`config.mk`:
```
export PLATFORM = sky130hd
export DESIGN_NAME = pong_game_logic_flat
export DESIGN_NICKNAME = d
export VERILOG_FILES = /design/src/rtl/pong_pkg.sv /design/src/rtl/pong_game_logic_if.sv /design/src/rtl/pong_paddle_ctrl.sv /design/src/rtl/pong_game_logic.sv /design/src/flat_wrapper.sv
export SDC_FILE = /design/constraint.sdc
export NUM_CORES = 1
export LEC_CHECK = 0
export BUFFER_PORTS_ARGS = -buffer_cell sky130_fd_sc_hd__buf_2
export CELL_PAD_IN_SITES_DETAIL_PLACEMENT = 1
export CELL_PAD_IN_SITES_GLOBAL_PLACEMENT = 2
export CORE_UTILIZATION = 37
export DETAILED_ROUTE_END_ITERATION = 16
export GPL_ROUTABILITY_DRIVEN = 1
export HOLD_SLACK_MARGIN = 0.02
export PLACE_DENSITY_LB_ADDON = 0.05
export SLEW_MARGIN = 30
export SYNTH_ARGS = -nofsm -noshare
export SYNTH_HDL_FRONTEND = slang
export SYNTH_HIERARCHICAL = 1
export SYNTH_SLANG_ARGS = --single-unit
export TNS_END_PERCENT = 30
```
`constraint.sdc`:
```
create_clock -name clk -period 4.3 [get_ports clk]
set_clock_uncertainty 0.05 [all_clocks]
set_input_delay 0.645 -clock clk [delete_from_list [all_inputs] [get_ports clk]]
set_output_delay 0.645 -clock clk [all_outputs]
set_load 0.02 [all_outputs]
```
`src/rtl/pong_pkg.sv`:
```
// ============================================================================
// pong_pkg : screen geometry, start positions and FSM encoding for Pong
// Rev 1.0
// ============================================================================
`default_nettype none

package pong_pkg;

  localparam int SCREEN_W      = 640;
  localparam int SCREEN_H      = 480;
  localparam int WALL_TOP      = 2;
  localparam int WALL_BOT      = SCREEN_H - 2;
  localparam int PADDLE_L_FACE = 15;
  localparam int PADDLE_R_FACE = 620;

  localparam logic [9:0] PADDLE_START_Y = 10'd215;
  localparam logic [9:0] BALL_START_X   = 10'd315;
  localparam logic [9:0] BALL_START_Y   = 10'd235;

  typedef enum logic [1:0] {
    ST_SERVE = 2'd0,
    ST_PLAY  = 2'd1,
    ST_POINT = 2'd2,
    ST_OVER  = 2'd3
  } pong_state_e;

endpackage

`default_nettype wire

```
`src/rtl/pong_game_logic_if.sv`:
```
// ============================================================================
// pong_game_logic_if : frame tick/buttons in, game state out to the renderer
// Rev 1.0
// ============================================================================
`default_nettype none

interface pong_game_logic_if;

  logic       frame_tick;
  logic       btn_l_up;
  logic       btn_l_dn;
  logic       btn_r_up;
  logic       btn_r_dn;
  logic [9:0] paddle_left_pos;
  logic [9:0] paddle_right_pos;
  logic [9:0] ball_pos_x;
  logic [9:0] ball_pos_y;
  logic [3:0] score_left;
  logic [3:0] score_right;
  logic       point_pulse;
  logic       game_over;

  modport master (
    input  frame_tick, btn_l_up, btn_l_dn, btn_r_up, btn_r_dn,
    output paddle_left_pos, paddle_right_pos, ball_pos_x, ball_pos_y,
           score_left, score_right, point_pulse, game_over
  );

  modport slave (
    output frame_tick, btn_l_up, btn_l_dn, btn_r_up, btn_r_dn,
    input  paddle_left_pos, paddle_right_pos, ball_pos_x, ball_pos_y,
           score_left, score_right, point_pulse, game_over
  );

endinterface

`default_nettype wire

```
`src/rtl/pong_paddle_ctrl.sv`:
```
// ============================================================================
// pong_paddle_ctrl : one paddle, stepped per frame and clamped to the walls
// Rev 1.0
// ============================================================================
`default_nettype none

module pong_paddle_ctrl
  import pong_pkg::*;
#(
  parameter int PADDLE_HEIGHT = 50,
  parameter int PADDLE_STEP   = 4
) (
  input  logic       clk,
  input  logic       rst_n,
  input  logic       move_en,
  input  logic       recentre,
  input  logic       btn_up,
  input  logic       btn_dn,
  output logic [9:0] pos
);

  localparam logic [10:0] POS_MIN = 11'(WALL_TOP);
  localparam logic [10:0] POS_MAX = 11'(WALL_BOT - PADDLE_HEIGHT);
  localparam logic [10:0] STEP    = 11'(PADDLE_STEP);

  logic [9:0]  pos_q;
  logic [9:0]  pos_d;
  logic [10:0] pos_ext;

  assign pos_ext = {1'b0, pos_q};

  // Clamp is decided before the subtraction so the top wall never wraps.
  always_comb begin
    pos_d = pos_q;
    if (recentre) begin
      pos_d = PADDLE_START_Y;
    end else if (move_en && btn_up && !btn_dn) begin
      if (pos_ext <= POS_MIN + STEP) pos_d = POS_MIN[9:0];
      else                           pos_d = pos_q - STEP[9:0];
    end else if (move_en && btn_dn && !btn_up) begin
      if (pos_ext + STEP >= POS_MAX) pos_d = POS_MAX[9:0];
      else                           pos_d = pos_q + STEP[9:0];
    end
  end

  always_ff @(posedge clk or negedge rst_n) begin
    if (!rst_n) pos_q <= PADDLE_START_Y;
    else        pos_q <= pos_d;
  end

  assign pos = pos_q;

endmodule

`default_nettype wire

```
`src/rtl/pong_game_logic.sv`:
```
// ============================================================================
// pong_game_logic : per-frame Pong engine (FSM, ball, collisions, scores)
// Rev 1.0
// ============================================================================
`default_nettype none

module pong_game_logic
  import pong_pkg::*;
#(
  parameter int PADDLE_HEIGHT = 50,
  parameter int PADDLE_STEP   = 4,
  parameter int BALL_SIZE     = 10,
  parameter int BALL_DX       = 2,
  parameter int BALL_DY       = 2,
  parameter int SERVE_FRAMES  = 60,
  parameter int WIN_SCORE     = 9
) (
  input  logic              clk,
  input  logic              rst_n,
  pong_game_logic_if.master bus
);

  localparam int              CNT_W      = $clog2(SERVE_FRAMES);
  localparam logic [CNT_W-1:0] SERVE_LAST = CNT_W'(SERVE_FRAMES - 2);
  localparam logic [10:0] SZ          = 11'(BALL_SIZE);
  localparam logic [10:0] DX          = 11'(BALL_DX);
  localparam logic [10:0] DY          = 11'(BALL_DY);
  localparam logic [10:0] PH          = 11'(PADDLE_HEIGHT);
  localparam logic [10:0] Y_TOP_STOP  = 11'(WALL_TOP);
  localparam logic [10:0] Y_TOP_HIT   = 11'(WALL_TOP + BALL_DY);
  localparam logic [10:0] Y_BOT_STOP  = 11'(WALL_BOT - BALL_SIZE);
  localparam logic [10:0] X_L_HIT_MAX = 11'(PADDLE_L_FACE + BALL_DX);
  localparam logic [10:0] X_L_STOP    = 11'(PADDLE_L_FACE + 1);
  localparam logic [10:0] X_R_FACE    = 11'(PADDLE_R_FACE);
  localparam logic [10:0] X_R_STOP    = 11'(PADDLE_R_FACE - BALL_SIZE);
  localparam logic [10:0] X_EDGE      = 11'(SCREEN_W);
  localparam logic [3:0]  WIN         = 4'(WIN_SCORE);

  pong_state_e      state_q, state_d;
  logic [CNT_W-1:0] serve_cnt_q, serve_cnt_d;
  logic [9:0]       ball_x_q, ball_x_d;
  logic [9:0]       ball_y_q, ball_y_d;
  logic             dir_x_q, dir_x_d;         // 1 = moving right
  logic             dir_y_q, dir_y_d;         // 1 = moving down
  logic [3:0]       score_l_q, score_l_d;
  logic [3:0]       score_r_q, score_r_d;
  logic             point_pulse_q, point_pulse_d;
  logic             game_over_q, game_over_d;
  logic             scorer_r_q, scorer_r_d;

  logic [9:0]  pos_l, pos_r;
  logic        paddle_move, paddle_recentre;
  logic        any_btn;
  logic [10:0] bx, by, pl, pr;
  logic        hit_l, hit_r;

  pong_paddle_ctrl #(
    .PADDLE_HEIGHT (PADDLE_HEIGHT),
    .PADDLE_STEP   (PADDLE_STEP)
  ) u_paddle_l (
    .clk      (clk),
    .rst_n    (rst_n),
    .move_en  (paddle_move),
    .recentre (paddle_recentre),
    .btn_up   (bus.btn_l_up),
    .btn_dn   (bus.btn_l_dn),
    .pos      (pos_l)
  );

  pong_paddle_ctrl #(
    .PADDLE_HEIGHT (PADDLE_HEIGHT),
    .PADDLE_STEP   (PADDLE_STEP)
  ) u_paddle_r (
    .clk      (clk),
    .rst_n    (rst_n),
    .move_en  (paddle_move),
    .recentre (paddle_recentre),
    .btn_up   (bus.btn_r_up),
    .btn_dn   (bus.btn_r_dn),
    .pos      (pos_r)
  );

  assign any_btn = bus.btn_l_up | bus.btn_l_dn | bus.btn_r_up | bus.btn_r_dn;
  assign bx      = {1'b0, ball_x_q};
  assign by      = {1'b0, ball_y_q};
  // Paddle registers still hold the pre-tick positions here.
  assign pl      = {1'b0, pos_l};
  assign pr      = {1'b0, pos_r};
  assign hit_l   = (by + SZ > pl) && (by < pl + PH);
  assign hit_r   = (by + SZ > pr) && (by < pr + PH);

  always_comb begin
    state_d         = state_q;
    serve_cnt_d     = serve_cnt_q;
    ball_x_d        = ball_x_q;
    ball_y_d        = ball_y_q;
    dir_x_d         = dir_x_q;
    dir_y_d         = dir_y_q;
    score_l_d       = score_l_q;
    score_r_d       = score_r_q;
    scorer_r_d      = scorer_r_q;
    point_pulse_d   = 1'b0;
    paddle_move     = 1'b0;
    paddle_recentre = 1'b0;

    if (bus.frame_tick) begin
      case (state_q)
        ST_SERVE: begin
          paddle_move = 1'b1;
          ball_x_d    = BALL_START_X;
          ball_y_d    = BALL_START_Y;
          if (serve_cnt_q == SERVE_LAST) begin
            state_d     = ST_PLAY;
            serve_cnt_d = '0;
          end else begin
            serve_cnt_d = serve_cnt_q + CNT_W'(1);
          end
        end

        ST_PLAY: begin
          paddle_move = 1'b1;
          if (dir_y_q) begin
            if (by + DY >= Y_BOT_STOP) begin
              ball_y_d = Y_BOT_STOP[9:0];
              dir_y_d  = 1'b0;
            end else begin
              ball_y_d = ball_y_q + DY[9:0];
            end
          end else if (by <= Y_TOP_HIT) begin
            ball_y_d = Y_TOP_STOP[9:0];
            dir_y_d  = 1'b1;
          end else begin
            ball_y_d = ball_y_q - DY[9:0];
          end

          if (!dir_x_q) begin
            if (bx <= X_L_HIT_MAX && bx >= X_L_STOP && hit_l) begin
              ball_x_d = X_L_STOP[9:0];
              dir_x_d  = 1'b1;
            end else if (bx <= DX) begin
              scorer_r_d = 1'b1;
              state_d    = ST_POINT;
            end else begin
              ball_x_d = ball_x_q - DX[9:0];
            end
          end else begin
            if (bx + SZ + DX >= X_R_FACE && bx + SZ <= X_R_FACE && hit_r) begin
              ball_x_d = X_R_STOP[9:0];
              dir_x_d  = 1'b0;
            end else if (bx + SZ + DX >= X_EDGE) begin
              scorer_r_d = 1'b0;
              state_d    = ST_POINT;
            end else begin
              ball_x_d = ball_x_q + DX[9:0];
            end
          end
        end

        ST_POINT: begin
          point_pulse_d = 1'b1;
          ball_x_d      = BALL_START_X;
          ball_y_d      = BALL_START_Y;
          serve_cnt_d   = '0;
          dir_x_d       = ~scorer_r_q;    // serve toward the player who lost
          if (scorer_r_q) begin
            if (score_r_q < WIN) score_r_d = score_r_q + 4'd1;
            state_d = (score_r_d == WIN) ? ST_OVER : ST_SERVE;
          end else begin
            if (score_l_q < WIN) score_l_d = score_l_q + 4'd1;
            state_d = (score_l_d == WIN) ? ST_OVER : ST_SERVE;
          end
        end

        ST_OVER: begin
          ball_x_d = BALL_START_X;
          ball_y_d = BALL_START_Y;
          if (any_btn) begin
            score_l_d       = 4'd0;
            score_r_d       = 4'd0;
            paddle_recentre = 1'b1;
            serve_cnt_d     = '0;
            state_d         = ST_SERVE;
          end
        end

        default: state_d = ST_SERVE;
      endcase
    end

    game_over_d = (state_d == ST_OVER);
  end

  always_ff @(posedge clk or negedge rst_n) begin
    if (!rst_n) begin
      state_q       <= ST_SERVE;
      serve_cnt_q   <= '0;
      ball_x_q      <= BALL_START_X;
      ball_y_q      <= BALL_START_Y;
      dir_x_q       <= 1'b1;
      dir_y_q       <= 1'b1;
      score_l_q     <= 4'd0;
      score_r_q     <= 4'd0;
      point_pulse_q <= 1'b0;
      game_over_q   <= 1'b0;
      scorer_r_q    <= 1'b0;
    end else begin
      state_q       <= state_d;
      serve_cnt_q   <= serve_cnt_d;
      ball_x_q      <= ball_x_d;
      ball_y_q      <= ball_y_d;
      dir_x_q       <= dir_x_d;
      dir_y_q       <= dir_y_d;
      score_l_q     <= score_l_d;
      score_r_q     <= score_r_d;
      point_pulse_q <= point_pulse_d;
      game_over_q   <= game_over_d;
      scorer_r_q    <= scorer_r_d;
    end
  end

  assign bus.paddle_left_pos  = pos_l;
  assign bus.paddle_right_pos = pos_r;
  assign bus.ball_pos_x       = ball_x_q;
  assign bus.ball_pos_y       = ball_y_q;
  assign bus.score_left       = score_l_q;
  assign bus.score_right      = score_r_q;
  assign bus.point_pulse      = point_pulse_q;
  assign bus.game_over        = game_over_q;

endmodule

`default_nettype wire

```
`src/flat_wrapper.sv`:
```
// flat-port wrapper written by rule: the top's interface ports become plain ports
module pong_game_logic_flat import pong_pkg::*;
#(
  parameter int PADDLE_HEIGHT = 50,
  parameter int PADDLE_STEP   = 4,
  parameter int BALL_SIZE     = 10,
  parameter int BALL_DX       = 2,
  parameter int BALL_DY       = 2,
  parameter int SERVE_FRAMES  = 60,
  parameter int WIN_SCORE     = 9
)
  (clk, rst_n, bus_frame_tick, bus_btn_l_up, bus_btn_l_dn, bus_btn_r_up, bus_btn_r_dn, bus_paddle_left_pos, bus_paddle_right_pos, bus_ball_pos_x, bus_ball_pos_y, bus_score_left, bus_score_right, bus_point_pulse, bus_game_over);
  pong_game_logic_if bus_i ();
  input  logic clk;
  input  logic rst_n;
  input wire logic [$bits(bus_i.frame_tick)-1:0] bus_frame_tick;
  input wire logic [$bits(bus_i.btn_l_up)-1:0] bus_btn_l_up;
  input wire logic [$bits(bus_i.btn_l_dn)-1:0] bus_btn_l_dn;
  input wire logic [$bits(bus_i.btn_r_up)-1:0] bus_btn_r_up;
  input wire logic [$bits(bus_i.btn_r_dn)-1:0] bus_btn_r_dn;
  output wire logic [$bits(bus_i.paddle_left_pos)-1:0] bus_paddle_left_pos;
  output wire logic [$bits(bus_i.paddle_right_pos)-1:0] bus_paddle_right_pos;
  output wire logic [$bits(bus_i.ball_pos_x)-1:0] bus_ball_pos_x;
  output wire logic [$bits(bus_i.ball_pos_y)-1:0] bus_ball_pos_y;
  output wire logic [$bits(bus_i.score_left)-1:0] bus_score_left;
  output wire logic [$bits(bus_i.score_right)-1:0] bus_score_right;
  output wire logic [$bits(bus_i.point_pulse)-1:0] bus_point_pulse;
  output wire logic [$bits(bus_i.game_over)-1:0] bus_game_over;
  assign bus_i.frame_tick = bus_frame_tick;
  assign bus_i.btn_l_up = bus_btn_l_up;
  assign bus_i.btn_l_dn = bus_btn_l_dn;
  assign bus_i.btn_r_up = bus_btn_r_up;
  assign bus_i.btn_r_dn = bus_btn_r_dn;
  assign bus_paddle_left_pos = bus_i.paddle_left_pos;
  assign bus_paddle_right_pos = bus_i.paddle_right_pos;
  assign bus_ball_pos_x = bus_i.ball_pos_x;
  assign bus_ball_pos_y = bus_i.ball_pos_y;
  assign bus_score_left = bus_i.score_left;
  assign bus_score_right = bus_i.score_right;
  assign bus_point_pulse = bus_i.point_pulse;
  assign bus_game_over = bus_i.game_over;
  pong_game_logic #(.PADDLE_HEIGHT(PADDLE_HEIGHT), .PADDLE_STEP(PADDLE_STEP), .BALL_SIZE(BALL_SIZE), .BALL_DX(BALL_DX), .BALL_DY(BALL_DY), .SERVE_FRAMES(SERVE_FRAMES), .WIN_SCORE(WIN_SCORE)) u_core (.clk(clk), .rst_n(rst_n), .bus(bus_i));
endmodule
```
==> results_dict.tcl <==
set metrics [dict create \
    dpl.cell_count 1155 \
    setup-violations-final 0 \
    cp_max_fo 12 \
    cp.required_ps 4460 \
    setup.worst_path.start "u_core/bus.ball_pos_y[1]" \
    status "finished, final reports clean" \
    cts_root_buffer "clkbuf_16" \
    start_util_pct 37.9 \
    placed_cell_area_sq_um 7500 \
    reg2reg_to "u_core/bus.ball_pos_x[7]" \
    synth_area_sq_um 7110 \
    fin_util_pct 41.7 \
    rsz0062_at_grt "false" \
    clk_latency_ps 340 \
    via_per_inst 6.03 \
    final_area_sq_um 7820 \
    fin_crit_ps 3780 \
    yosys.area.top_type "dfrtp_1" \
    post_drt_wl_per_cell_um 20.8 \
    yosysWarnings 6 \
    min-delay-path-class "in -> async" \
    drtPass1Iterations 5 \
    dieArea_sq_um 19800 \
    avgSynthCellArea_sq_um 7.92 \
    syn_nets 970 \
    num_io_pins 57 \
    synth_area_leaders "dfrtp_1 12%, ha_1 12%, dfstp_2 9.6%, xnor2_1 5.4%, o21ai_0 4.4%" \
    n_antenna_cell 0 \
    core_sq_um 18800 \
    synth_top_flop_cell "dfrtp_1" \
    arrival_ps 3950 \
    cts.path.max_buffers 2 \
    ys_seq_area_share_pct 21.9 \
    hpwlAfterDp_mm 18.2 \
    end_kind "flop" \
    antenna_found_initial 0 \
    fp.dieW_um 141 \
    stdcell_count 1171 \
    final.fill_count 2289 \
    ys_types 100 \
    vias 7065 \
    synthCells 897 \
    post_cts_resized 0 \
    path_clk_slew_ps 60 \
    synthArstFlopShare_pct 100 \
    final_cell_mix "71 x nand2_1, 68 x nor2_1, 66 x ha_1, 63 x inv_1, 62 x o21ai_0" \
    htree_levels 3 \
    power_mw 5.78 \
    cts_buffers 9 \
    fin_hold_ws_ps 152 \
    track_usage_pct 25.4 \
    endpoint "u_core/bus.ball_pos_x[7]" \
    dieHeight_um 141 \
    r2r_start "u_core/bus.ball_pos_y[1]" \
    post-place-ws_ps 359 \
    tritoncts "done" \
    tns_ps 0 \
    fmax_ghz 0.264 \
    post-route-period-util_pct 88.0 \
    portBuffers 56 \
    synth_edf_count 0 \
    p_per_area_nw_per_um2 740 \
    p_leak_nw 3.42 \
    postRouteAntennaNets 0 \
    setup_slack_ps 515 \
    reg2reg_depth 13 \
    tightest_slew_ps 742 \
    hold_violations 0 \
    crit_type "reg -> reg" \
    start_kind "flop" \
    ir_drop_mv 0.279 \
    maxCapViolCount 0 \
    layout-drive-gt1-share_pct 16.8 \
    ys_seq_elements 61 \
    grt_pass1_vias 7262 \
    final_common_cell "nand2_1" \
    drc 0 \
    yosysTopAreaCellShare_pct 12.3 \
    r2r_setup_slack_ps 520 \
    routabilityCongestion 0.812 \
    slew_viol_final 0 \
    post_cts_buffers 0 \
    fin_nets 1005 \
    grt_pass1_wl_mm 39.7 \
    slew_headroom_pct 50.5 \
    area_growth_pct 10.0 \
    routed_wl_mm 24.3 \
    grt_max_degree 34 \
    num_rows 50 \
    first_iter_violations 390 \
    cts_num_sinks 61 \
    grt_overflow 0 \
    hold_buffers 0 \
]
power breakdown:
group / total, mW / switching (mW) / internal [mW]
Combinational: 3.67 / 2.23 / 1.44
Clock: 0.760 / 0.282 / 0.478
Sequential: 1.36 / 0.529 / 0.829
Total: 5.78 / 3.04 / 2.75
worst max-delay path, stage by stage (launching register included):
cell,delay [ps]
dfstp_2,530
buf_4,220
inv_1,210
ha_1,540
ha_1,300
o21ai_0,170
a21oi_1,70
o21a_1,170
o221ai_1,150
a211o_1,220
a2bb2oi_2,370
a21oi_2,170
o211ai_2,330
o22ai_1,150
synth_stat cells (all sizes together) (8+ instances only):
| library cell | number |
|---|---|
| and2 | 8 |
| dfstp | 26 |
| nor2 | 68 |
| o22ai | 9 |
| clkbuf | 15 |
| xnor2 | 45 |
| and3 | 11 |
| nor4 | 12 |
| a22oi | 9 |
| a21o | 17 |
| nand3 | 35 |
| a31oi | 16 |
| a221oi | 8 |
| ha | 66 |
| nand4 | 12 |
| inv | 64 |
| o21ai | 82 |
| nor3 | 28 |
| nand2 | 73 |
| buf | 32 |
| a211oi | 8 |
| a21oi | 66 |
| dfrtp | 35 |
| nand2b | 14 |
| xor2 | 11 |
logic make-up after synthesis:
kind of cell               Yosys count  share of synthesized area (%)
and+or+nand+nor                    300                           22.2
adders and majority gates           66                           11.6
AOI/OAI and AO/OA                  298                           29.2
muxes                                3                          0.440
DFF                                 61                           21.9
xor gates and xnor gates            56                           7.01
buffers and inverters              113                           7.59
area by class of cell:
| class | instances | area (sq um) | share of cell area [%] |
|---|---|---|---|
| repair buffers | 72 | 400 | 5.12 |
| multi-input cells | 723 | 5020 | 64.2 |
| well taps | 234 | 293 | 3.75 |
| flip-flops and latches | 61 | 1560 | 19.9 |
| clock buffers | 12 | 256 | 3.28 |
| inverters | 65 | 244 | 3.12 |
| clock inverters | 4 | 47.5 | 0.608 |
worst min path at each step:
| stage | start | end | slack, ps | depth (start not counted) |
|---|---|---|---|---|
| final | rst_n | u_core/bus.ball_pos_x[2] | 150 | 1 |
| after global placement | u_core/serve_cnt_q[5] | u_core/serve_cnt_q[5] | 420 | 1 |
| after detailed placement | u_core/serve_cnt_q[5] | u_core/serve_cnt_q[5] | 440 | 1 |
| after global routing | rst_n | u_core/bus.ball_pos_x[2] | 160 | 1 |
| after CTS | rst_n | u_core/bus.ball_pos_x[2] | 150 | 1 |
| after floorplan | rst_n | u_core/bus.ball_pos_x[2] | 300 | 0 |
per-layer routing:
layer	routed length [um]	GRT usage [%]
met1	11700	34.1
met2	11500	42.6
met3	721	2.24
met4	500	9.04
met5	0	0
flip-flops by register name, summed over array words and instances (netlist names):
name,count
u_core/bus.ball_pos_x,10
u_core/serve_cnt_q,6
u_core/u_paddle_l/pos,10
u_core/bus.score_right,4
u_core/bus.score_left,4
u_core/bus.ball_pos_y,10
u_core/bus.point_pulse,1
u_core/bus.game_over,1
u_core/scorer_r_q,1
u_core/dir_y_q,1
u_core/u_paddle_r/pos,10
u_core/dir_x_q,1
u_core/state_q,2
(Power assumes the default switching activity.)
